===== src/rtl/bcd_display_scan.sv =====
//----------------------------------------------------------------------------
// bcd_display_scan: multiplexed 7-segment driver for a BCD digit vector,
// with per-frame snapshot, leading-zero blanking and anode dead time.
// Revision: 1.0
//----------------------------------------------------------------------------
`default_nettype none

module bcd_display_scan #(
  parameter int N_DIGITS    = 4,
  parameter int REFRESH_DIV = 100000,
  parameter int DEAD_CYCLES = 1000
) (
  input  logic                  clk,
  input  logic                  rst,
  input  logic [N_DIGITS*5-1:0] digits_i,
  input  logic                  enable_i,
  input  logic                  blank_lz_i,
  output logic [N_DIGITS-1:0]   an_o,
  output logic [6:0]            seg_o,
  output logic                  dp_o,
  output logic                  frame_o
);

  localparam int CW = (REFRESH_DIV > 1) ? $clog2(REFRESH_DIV) : 1;
  localparam int IW = $clog2(N_DIGITS);
  localparam logic [CW-1:0] C_CNT_MAX = CW'(REFRESH_DIV - 1);
  localparam logic [CW-1:0] C_DEAD    = CW'(DEAD_CYCLES);
  localparam logic [IW-1:0] C_IDX_MAX = IW'(N_DIGITS - 1);

  logic [CW-1:0]         cnt_q, cnt_d;
  logic [IW-1:0]         idx_q, idx_d;
  logic [N_DIGITS*5-1:0] snap_q, snap_d;
  logic [N_DIGITS-1:0]   an_q, an_d;
  logic [6:0]            seg_q, seg_d;
  logic                  dp_q, dp_d;
  logic                  frame_q, frame_d;

  logic                  tick;
  logic                  last_idx;
  logic                  zero_run;
  logic [N_DIGITS-1:0]   blank_vec;
  logic [4:0]            cur_digit;
  logic                  cur_blank;
  logic [6:0]            cur_seg;

  assign tick     = (cnt_q == C_CNT_MAX);
  assign last_idx = (idx_q == C_IDX_MAX);

  // A digit is blanked when it and every more-significant digit is 0 without dp.
  always_comb begin
    zero_run  = 1'b1;
    blank_vec = '0;
    for (int i = N_DIGITS - 1; i >= 1; i--) begin
      zero_run     = zero_run && (snap_q[5*i +: 5] == 5'd0);
      blank_vec[i] = blank_lz_i && zero_run;
    end
  end

  always_comb begin
    cur_digit = snap_q[4:0];
    cur_blank = 1'b0;
    for (int i = 0; i < N_DIGITS; i++) begin
      if (idx_q == IW'(i)) begin
        cur_digit = snap_q[5*i +: 5];
        cur_blank = blank_vec[i];
      end
    end
  end

  always_comb begin
    case (cur_digit[4:1])
      4'd0:    cur_seg = 7'b1000000;
      4'd1:    cur_seg = 7'b1111001;
      4'd2:    cur_seg = 7'b0100100;
      4'd3:    cur_seg = 7'b0110000;
      4'd4:    cur_seg = 7'b0011001;
      4'd5:    cur_seg = 7'b0010010;
      4'd6:    cur_seg = 7'b0000010;
      4'd7:    cur_seg = 7'b1111000;
      4'd8:    cur_seg = 7'b0000000;
      4'd9:    cur_seg = 7'b0010000;
      default: cur_seg = 7'b0111111;
    endcase
  end

  always_comb begin
    cnt_d   = tick ? '0 : cnt_q + CW'(1);
    idx_d   = idx_q;
    if (tick) begin
      idx_d = last_idx ? '0 : idx_q + IW'(1);
    end
    // Snapshot only at frame wrap so a frame never mixes two input values.
    snap_d  = (tick && last_idx) ? digits_i : snap_q;
    frame_d = tick && last_idx;

    an_d = '1;
    if (enable_i && (cnt_q >= C_DEAD) && !cur_blank) begin
      an_d[idx_q] = 1'b0;
    end
    seg_d = cur_blank ? 7'h7F : cur_seg;
    dp_d  = cur_blank ? 1'b1  : ~cur_digit[0];
  end

  always_ff @(posedge clk or posedge rst) begin
    if (rst) begin
      cnt_q   <= '0;
      idx_q   <= '0;
      snap_q  <= '0;
      an_q    <= '1;
      seg_q   <= 7'h7F;
      dp_q    <= 1'b1;
      frame_q <= 1'b0;
    end else begin
      cnt_q   <= cnt_d;
      idx_q   <= idx_d;
      snap_q  <= snap_d;
      an_q    <= an_d;
      seg_q   <= seg_d;
      dp_q    <= dp_d;
      frame_q <= frame_d;
    end
  end

  assign an_o    = an_q;
  assign seg_o   = seg_q;
  assign dp_o    = dp_q;
  assign frame_o = frame_q;

endmodule

`default_nettype wire


===== config.mk =====
export PLATFORM = sky130hd
export DESIGN_NAME = bcd_display_scan
export DESIGN_NICKNAME = d
export VERILOG_FILES = /design/src/rtl/bcd_display_scan.sv
export SDC_FILE = /design/constraint.sdc
export NUM_CORES = 1
export LEC_CHECK = 0
export ABC_AREA = 0
export BUFFER_PORTS_ARGS = -buffer_cell sky130_fd_sc_hd__buf_2
export CAP_MARGIN = 20
export CORE_MARGIN = 5
export CORE_UTILIZATION = 40
export DETAILED_ROUTE_END_ITERATION = 7
export HOLD_SLACK_MARGIN = 0.08
export SYNTH_ARGS = -nofsm -noshare
export SYNTH_HDL_FRONTEND = slang
export SYNTH_SLANG_ARGS = --single-unit
export TNS_END_PERCENT = 50

===== constraint.sdc =====
create_clock -name clk -period 2.7 [get_ports clk]
set_input_delay 0.54 -clock clk [delete_from_list [all_inputs] [get_ports clk]]
set_output_delay 0.54 -clock clk [all_outputs]
set_load 0.1 [all_outputs]

==> summary.txt, run 1 <==
Status
  • Outcome: completed

STA
  • Final setup vio count: 0
  • Period utilisation layout: 0.881
  • Fmax: 421 MHz
  • Clock Skew: 10.4 ps
  • Period minus WS final: 2380 ps
  • Final hold vios: 0
  • Slew at the pin with the worst max-slew slack: 579 ps
  • Setup TNS: 0 ps
  • Max-slew violations: 0
  • Slew Limit Headroom: 0.614
  • RSZ-0062 raised after global routing: false
  • Hold_ws: 287 ps

Synthesis
  • Top cells by area, synth: dfrtp_1, dfstp_2, mux2_2
  • Most instantiated cells after synthesis: dfrtp_1, mux2_2, nor2_1, dfstp_2
  • Synthesis Warnings: 0
  • Top cell type's share of synthesized area: 0.383
  • Post-synth EDFFs: 0
  • Average size of a mapped cell: 11.6 um2
  • Post-synthesis sequential area ratio: 0.504
  • Seq cells post-synth: 52
  • Syn_nets: 260
  • Dominant cell type by area after synthesis: dfrtp_1
  • Synth Instances: 225
  • Asr flop ratio synth: 1.00
  • Netlist cell types: 47
  • Ys flop type: dfrtp_1
  • Most numerous cell in the Yosys netlist: dfrtp_1
  • Cell area after synthesis: 2610 um2

Clocking
  • Post_cts resized: 0
  • H-Tree Depth: 2
  • Skew-Pair Late Insertion Delay: 310 ps
  • CTS tree: built
  • Root buffer selected by CTS: clkbuf_8
  • Sink Count: 52
  • Clock buffer depth: 2
  • Reg clk slew, reported paths: 100 ps
  • Hold-fix buffers at CTS: 0
  • CTS Buf Count: 5
  • Post-CTS Repair Setup Buffers: 0

Floorplanning
  • # rows: 29
  • Initial Util: 0.411
  • Die X: 90.8 um
  • Core Area: 6350 um2
  • Die H: 90.8 um
  • Num ports: 37
  • Die footprint: 8250 um2

Cells and area
  • Syn-to-layout area delta: 16.9%
  • NumNets Final: 304
  • Fin util: 0.481
  • Final instance count without filler cells: 347
  • N_diodes: 0
  • Layout cells sized above 1: 0.348

Worst setup path
  • Data required, critical path: 2960 ps
  • CP Max Fanout: 8
  • CP arrival: 2640 ps
  • Critical path class: register to register
  • Crit path launch type: register
  • Critical Path End Type: register

Detailed routing
  • Via density: 5.40
  • Drt pass-1 iters: 4
  • Post-route ant nets: 0
  • Routed WL: 5490 um
  • Via Count: 1873
  • Initial DRC Count: 47
  • Wire per inst: 15.8 um
  • Residual DRC: 0

Placed design
  • Dpl hpwl: 4130 um
  • RePlAce Congestion: 0.831
  • Inst Count DP: 339
  • I/O Buffers: 36

Power
  • PD cells: 459 nW/um2
  • VDD IR max: 0.311 mV
  • Leak: 1.43 nW

Run
  • MaxCap Viol Count: 0

Global routing
  • Initial antenna violation count: 0
  • First-pass GRT wire length: 9270 um
  • Gr usage total: 0.138
  • Total gr overflow: 0
  • Largest net degree at the start of global routing: 28
  • Vias in the first global route: 1904

Worst hold path
  • Min-delay worst type: primary input to async pin
flip-flops by register name (all words and copies together) (netlist names):
register	cells
an_o	4
cnt_q	17
dp_o	1
frame_o	1
idx_q	2
seg_o	7
snap_q	20
area by class of cell:
cell class              count  area [um2]
well taps                  77        96.3
repair buffers             44         253
clock inverters             1        30.0
multi-input cells         156        1220
fillers                   581        3300
flip-flops and latches     52        1320
inverters                  10        37.5
clock buffers               7        96.3
power breakdown:
part / internal, mW / switching (mW)
combinational: 0.0151 / 0.0198
sequential: 0.779 / 0
clock: 0.327 / 0.260
per-stage QoR:
step                      instance area [um2]  power [mW]  setup slack [ps]
after floorplan                          2610       0.806               472
after global placement                   2930       0.831               402
after detailed placement                 2930       0.831               332
after CTS                                3050        1.42               318
after global routing                     3050        1.45               167
final                                    3050        1.40               322
metal layers:
| layer | share of wire | GRT usage |
|---|---|---|
| met1 | 0.45 | 0.169 |
| met3 | 0.035 | 0.0308 |
| met5 | 0 | 0 |
| met2 | 0.50 | 0.236 |
| met4 | 0.016 | 0.0501 |
final timing paths:
| path | from | endpoint | slack (ps) | depth (start not counted) |
|---|---|---|---|---|
| min in group clk | digits_i[19] | snap_q[19]$_DFFE_PP0P_ | 450 | 2 |
| worst max register to register | idx_q[1]$_DFFE_PP0N_ | seg_o[4]$_DFF_PP1_ | 320 | 6 |
| max in group asynchronous | rst | an_o[3]$_DFF_PP1_ | 1810 | 3 |
| worst min register to register | snap_q[15]$_DFFE_PP0P_ | dp_o$_DFF_PP1_ | 470 | 1 |
| worst min-delay path | rst | cnt_q[7]$_DFF_PP0_ | 290 | 2 |
| worst max-delay path | idx_q[1]$_DFFE_PP0N_ | seg_o[4]$_DFF_PP1_ | 320 | 6 |
critical path, cell delays in order (launching register included):
cell and delay [ps]:
dfrtp_1 420, inv_1 90, ha_1 360, or3b_1 410, or4_1 450, a211oi_1 440
a211o_1 160
cell usage in the layout (no fill, tap or decap), types with 2 or more instances in the layout:
cell type and instances:
a21boi_0 2, a21o_1 2, a21oi_1 4, a221oi_1 2, and2_1 2, and4_1 2, buf_2 36, buf_4 7
clkbuf_8 7, dfrtp_1 40, dfstp_2 12, ha_1 11, inv_1 9, mux2_2 23, mux2i_1 6, nand2_1 8
nand2b_1 2, nand3_1 11, nand3b_1 2, nand4_1 7, nor2_1 14, nor3_1 4, nor3b_1 2, nor4_1 3
o211a_1 2, o211ai_1 4, o21ai_0 5, o221ai_1 3, or3b_2 2, or4_1 4, xnor2_1 9, xor2_1 4
cells by family (layout without fill, tap and decap cells):
kind of cell,Yosys count,count (layout),synth area share
AOI/OAI and AO/OA,31,31,0.0881
muxes,29,29,0.122
DFF,52,52,0.504
xor gates and xnor gates,13,13,0.0436
adders and majority gates,11,11,0.0527
and+or+nand+nor,72,72,0.160
buffers and inverters,17,62,0.0297
No activity file was read; power rests on OpenSTA's default activity.
==> run 2: changes to the inputs <==
--- a/config.mk
+++ b/config.mk
@@ -8,6 +8,7 @@
 export ABC_AREA = 0
 export BUFFER_PORTS_ARGS = -buffer_cell sky130_fd_sc_hd__buf_2
 export CAP_MARGIN = 20
+export CORE_ASPECT_RATIO = 0.9
 export CORE_MARGIN = 5
 export CORE_UTILIZATION = 40
 export DETAILED_ROUTE_END_ITERATION = 7
==> run 2 against run 1 <==
Effect of this change: setup slack worse by 140 ps; core utilization down 1.5 points; cell area down 1.1%; first-iteration DRC count up 100%; combinational power up 2%; die area about the same; sequential cell count unchanged; critical endpoint is now seg_o[5]$_DFF_PP1_.
==> summary.txt, run 2 (same netlist as run 1, synthesis figures left out) <==
Power
  • Leak: 1.40 nW (-1.9%)
  • PD cells: 429 nW/um2 (-6.7%)
  • VDD IR max: 0.211 mV (-32%)

Floorplanning
  • Core Area: 6480 um2 (+2.1%)
  • Die footprint: 8250 um2 (about the same)
  • Die H: 86.7 um (-4.6%)
  • # rows: 28 (-3.4%)
  • Num ports: 37 (unchanged)
  • Initial Util: 0.403 (-0.00834)
  • Die X: 95.2 um (+4.8%)

Global routing
  • Total gr overflow: 0 (unchanged)
  • First-pass GRT wire length: 9190 um (-0.82%)
  • Largest net degree at the start of global routing: 33 (+18%)
  • Gr usage total: 0.142 (+0.00371)
  • Initial antenna violation count: 0 (unchanged)
  • Vias in the first global route: 1870 (-1.8%)

Clocking
  • Skew-Pair Late Insertion Delay: 300 ps (about the same)
  • Post_cts resized: 0 (unchanged)
  • Post-CTS Repair Setup Buffers: 0 (unchanged)
  • CTS Buf Count: 5 (unchanged)
  • Reg clk slew, reported paths: 90 ps (about the same)
  • Sink Count: 52 (unchanged)
  • Root buffer selected by CTS: clkbuf_8
  • Clock buffer depth: 2 (unchanged)
  • H-Tree Depth: 2 (unchanged)
  • Hold-fix buffers at CTS: 0 (unchanged)
  • CTS tree: built

Cells and area
  • Final instance count without filler cells: 357 (+2.9%)
  • Biggest register: snap_q
  • Commonest non-fill, non-tap cell in the layout: dfrtp_1
  • NumNets Final: 301 (-0.99%)
  • Most frequent cells in the layout: dfrtp_1, buf_2, mux2_2
  • N_diodes: 0 (unchanged)
  • Layout cells sized above 1: 0.337 (-0.0111)
  • Syn-to-layout area delta: 15.6%
  • Filler cell count: 616 (+6.0%)
  • Number of flip-flops under the largest register name: 20 (unchanged)

Detailed routing
  • Residual DRC: 0 (unchanged)
  • Initial DRC Count: 94 (+100%)
  • Drt pass-1 iters: 4 (unchanged)
  • Via density: 5.24 (-2.9%)
  • Routed WL: 5380 um (-2.0%)
  • Via Count: 1872 (-0.053%)
  • Post-route ant nets: 0 (unchanged)
  • Wire per inst: 15.1 um (-4.8%)

Placed design
  • RePlAce Congestion: 0.822 (-1.1%)
  • Dpl hpwl: 4010 um (-2.8%)
  • I/O Buffers: 36 (unchanged)
  • Post-Place Setup Slack: 229 ps (-103 ps)
  • Inst Count DP: 349 (+2.9%)

Worst setup path
  • Crit-path slowest cell: dfrtp_1
  • Crit path launch type: register
  • Critical Path End Type: register
  • Data required, critical path: 2920 ps (-40 ps)
  • CP Max Fanout: 8 (unchanged)
  • CP max stage delay: 420 ps (-30 ps)
  • CP Cell Sequence: inv_1 -> ha_1 -> mux2_2 -> o221ai_1 -> inv_1 -> ha_1 -> o2111ai_1 -> o211a_1 -> o21ai_0
  • CP arrival: 2740 ps (+100 ps)
  • Critical path class: register to register

STA
  • Final setup vio count: 0 (unchanged)
  • Slew at the pin with the worst max-slew slack: 520 ps (-58.9 ps)
  • Clock Skew: 7.18 ps (-3.18 ps)
  • Max-slew violations: 0 (unchanged)
  • Setup slack after layout: 182 ps (-140 ps)
  • Period minus WS final: 2520 ps (+140 ps)
  • Fmax: 397 MHz (-5.6%)
  • Period utilisation layout: 0.933 (+0.0519)
  • Setup TNS: 0 ps (unchanged)
  • RSZ-0062 raised after global routing: false
  • Slew Limit Headroom: 0.650 (+0.0367)
  • Final hold vios: 0 (unchanged)

Worst hold path
  • Min-delay worst type: primary input to async pin

Run
  • MaxCap Viol Count: 0 (unchanged)

Status
  • Outcome: completed
run 2: cell types whose count changed in the layout (fill, tap and decap cells not counted):
cell / change
bufinv_16: -1
clkbuf_1: +1
buf_4: -3
run 2: path summary, 6_finish.rpt:
path | start | slack (ps) | to | cells past startpoint
min in group clk | digits_i[17] | 460 | snap_q[17]$_DFFE_PP0P_ | 2
max | idx_q[1]$_DFFE_PP0N_ | 180 | seg_o[5]$_DFF_PP1_ | 9
max in group asynchronous | rst | 1950 | snap_q[15]$_DFFE_PP0P_ | 3
min | rst | 230 | snap_q[14]$_DFFE_PP0P_ | 2
min reg2reg | snap_q[15]$_DFFE_PP0P_ | 510 | dp_o$_DFF_PP1_ | 1
max reg2reg | idx_q[1]$_DFFE_PP0N_ | 180 | seg_o[5]$_DFF_PP1_ | 9
run 2: metal layers:
metal | track usage | wire length [um]
met1 | 0.213 | 2700
met2 | 0.203 | 2420
met3 | 0.0304 | 202
met4 | 0.0419 | 59
met5 | 0 | 0
run 2: cell type report:
cell class                      instances  area, um2  share of cell area
Tap cell                               90        113              0.0373
Clock buffer                            8        100              0.0331
Sequential cell                        52       1320               0.436
Timing Repair Buffer                   41        230              0.0762
Inverter                               10       37.5              0.0124
Multi-Input combinational cell        156       1220               0.405
run 2: through the flow:
stage	util	area, um2	hold WS, ps	total power, mW
4_1_cts	0.466	3020	242	1.31
6_report	0.466	3020	229	1.29
3_3_place_gp	0.451	2920	487	0.831
5_1_grt	0.466	3020	259	1.36
3_5_place_dp	0.451	2920	493	0.831
2_1_floorplan	-	2610	407	0.806
run 2: critical path, delay by kind of cell, from the launching register on:
family	cells	cell delay (ps)
adders and majority gates	2	600
buffers and inverters	2	220
AOI/OAI and AO/OA	4	790
DFF	1	420
muxes	1	400
run 2: report_power, final:
| group | total (mW) | internal [mW] | switching, mW |
|---|---|---|---|
| logic | 0.0356 | 0.0152 | 0.0204 |
| clock network | 0.480 | 0.234 | 0.245 |
| registers | 0.779 | 0.779 | 0 |
| total | 1.29 | 1.03 | 0.266 |
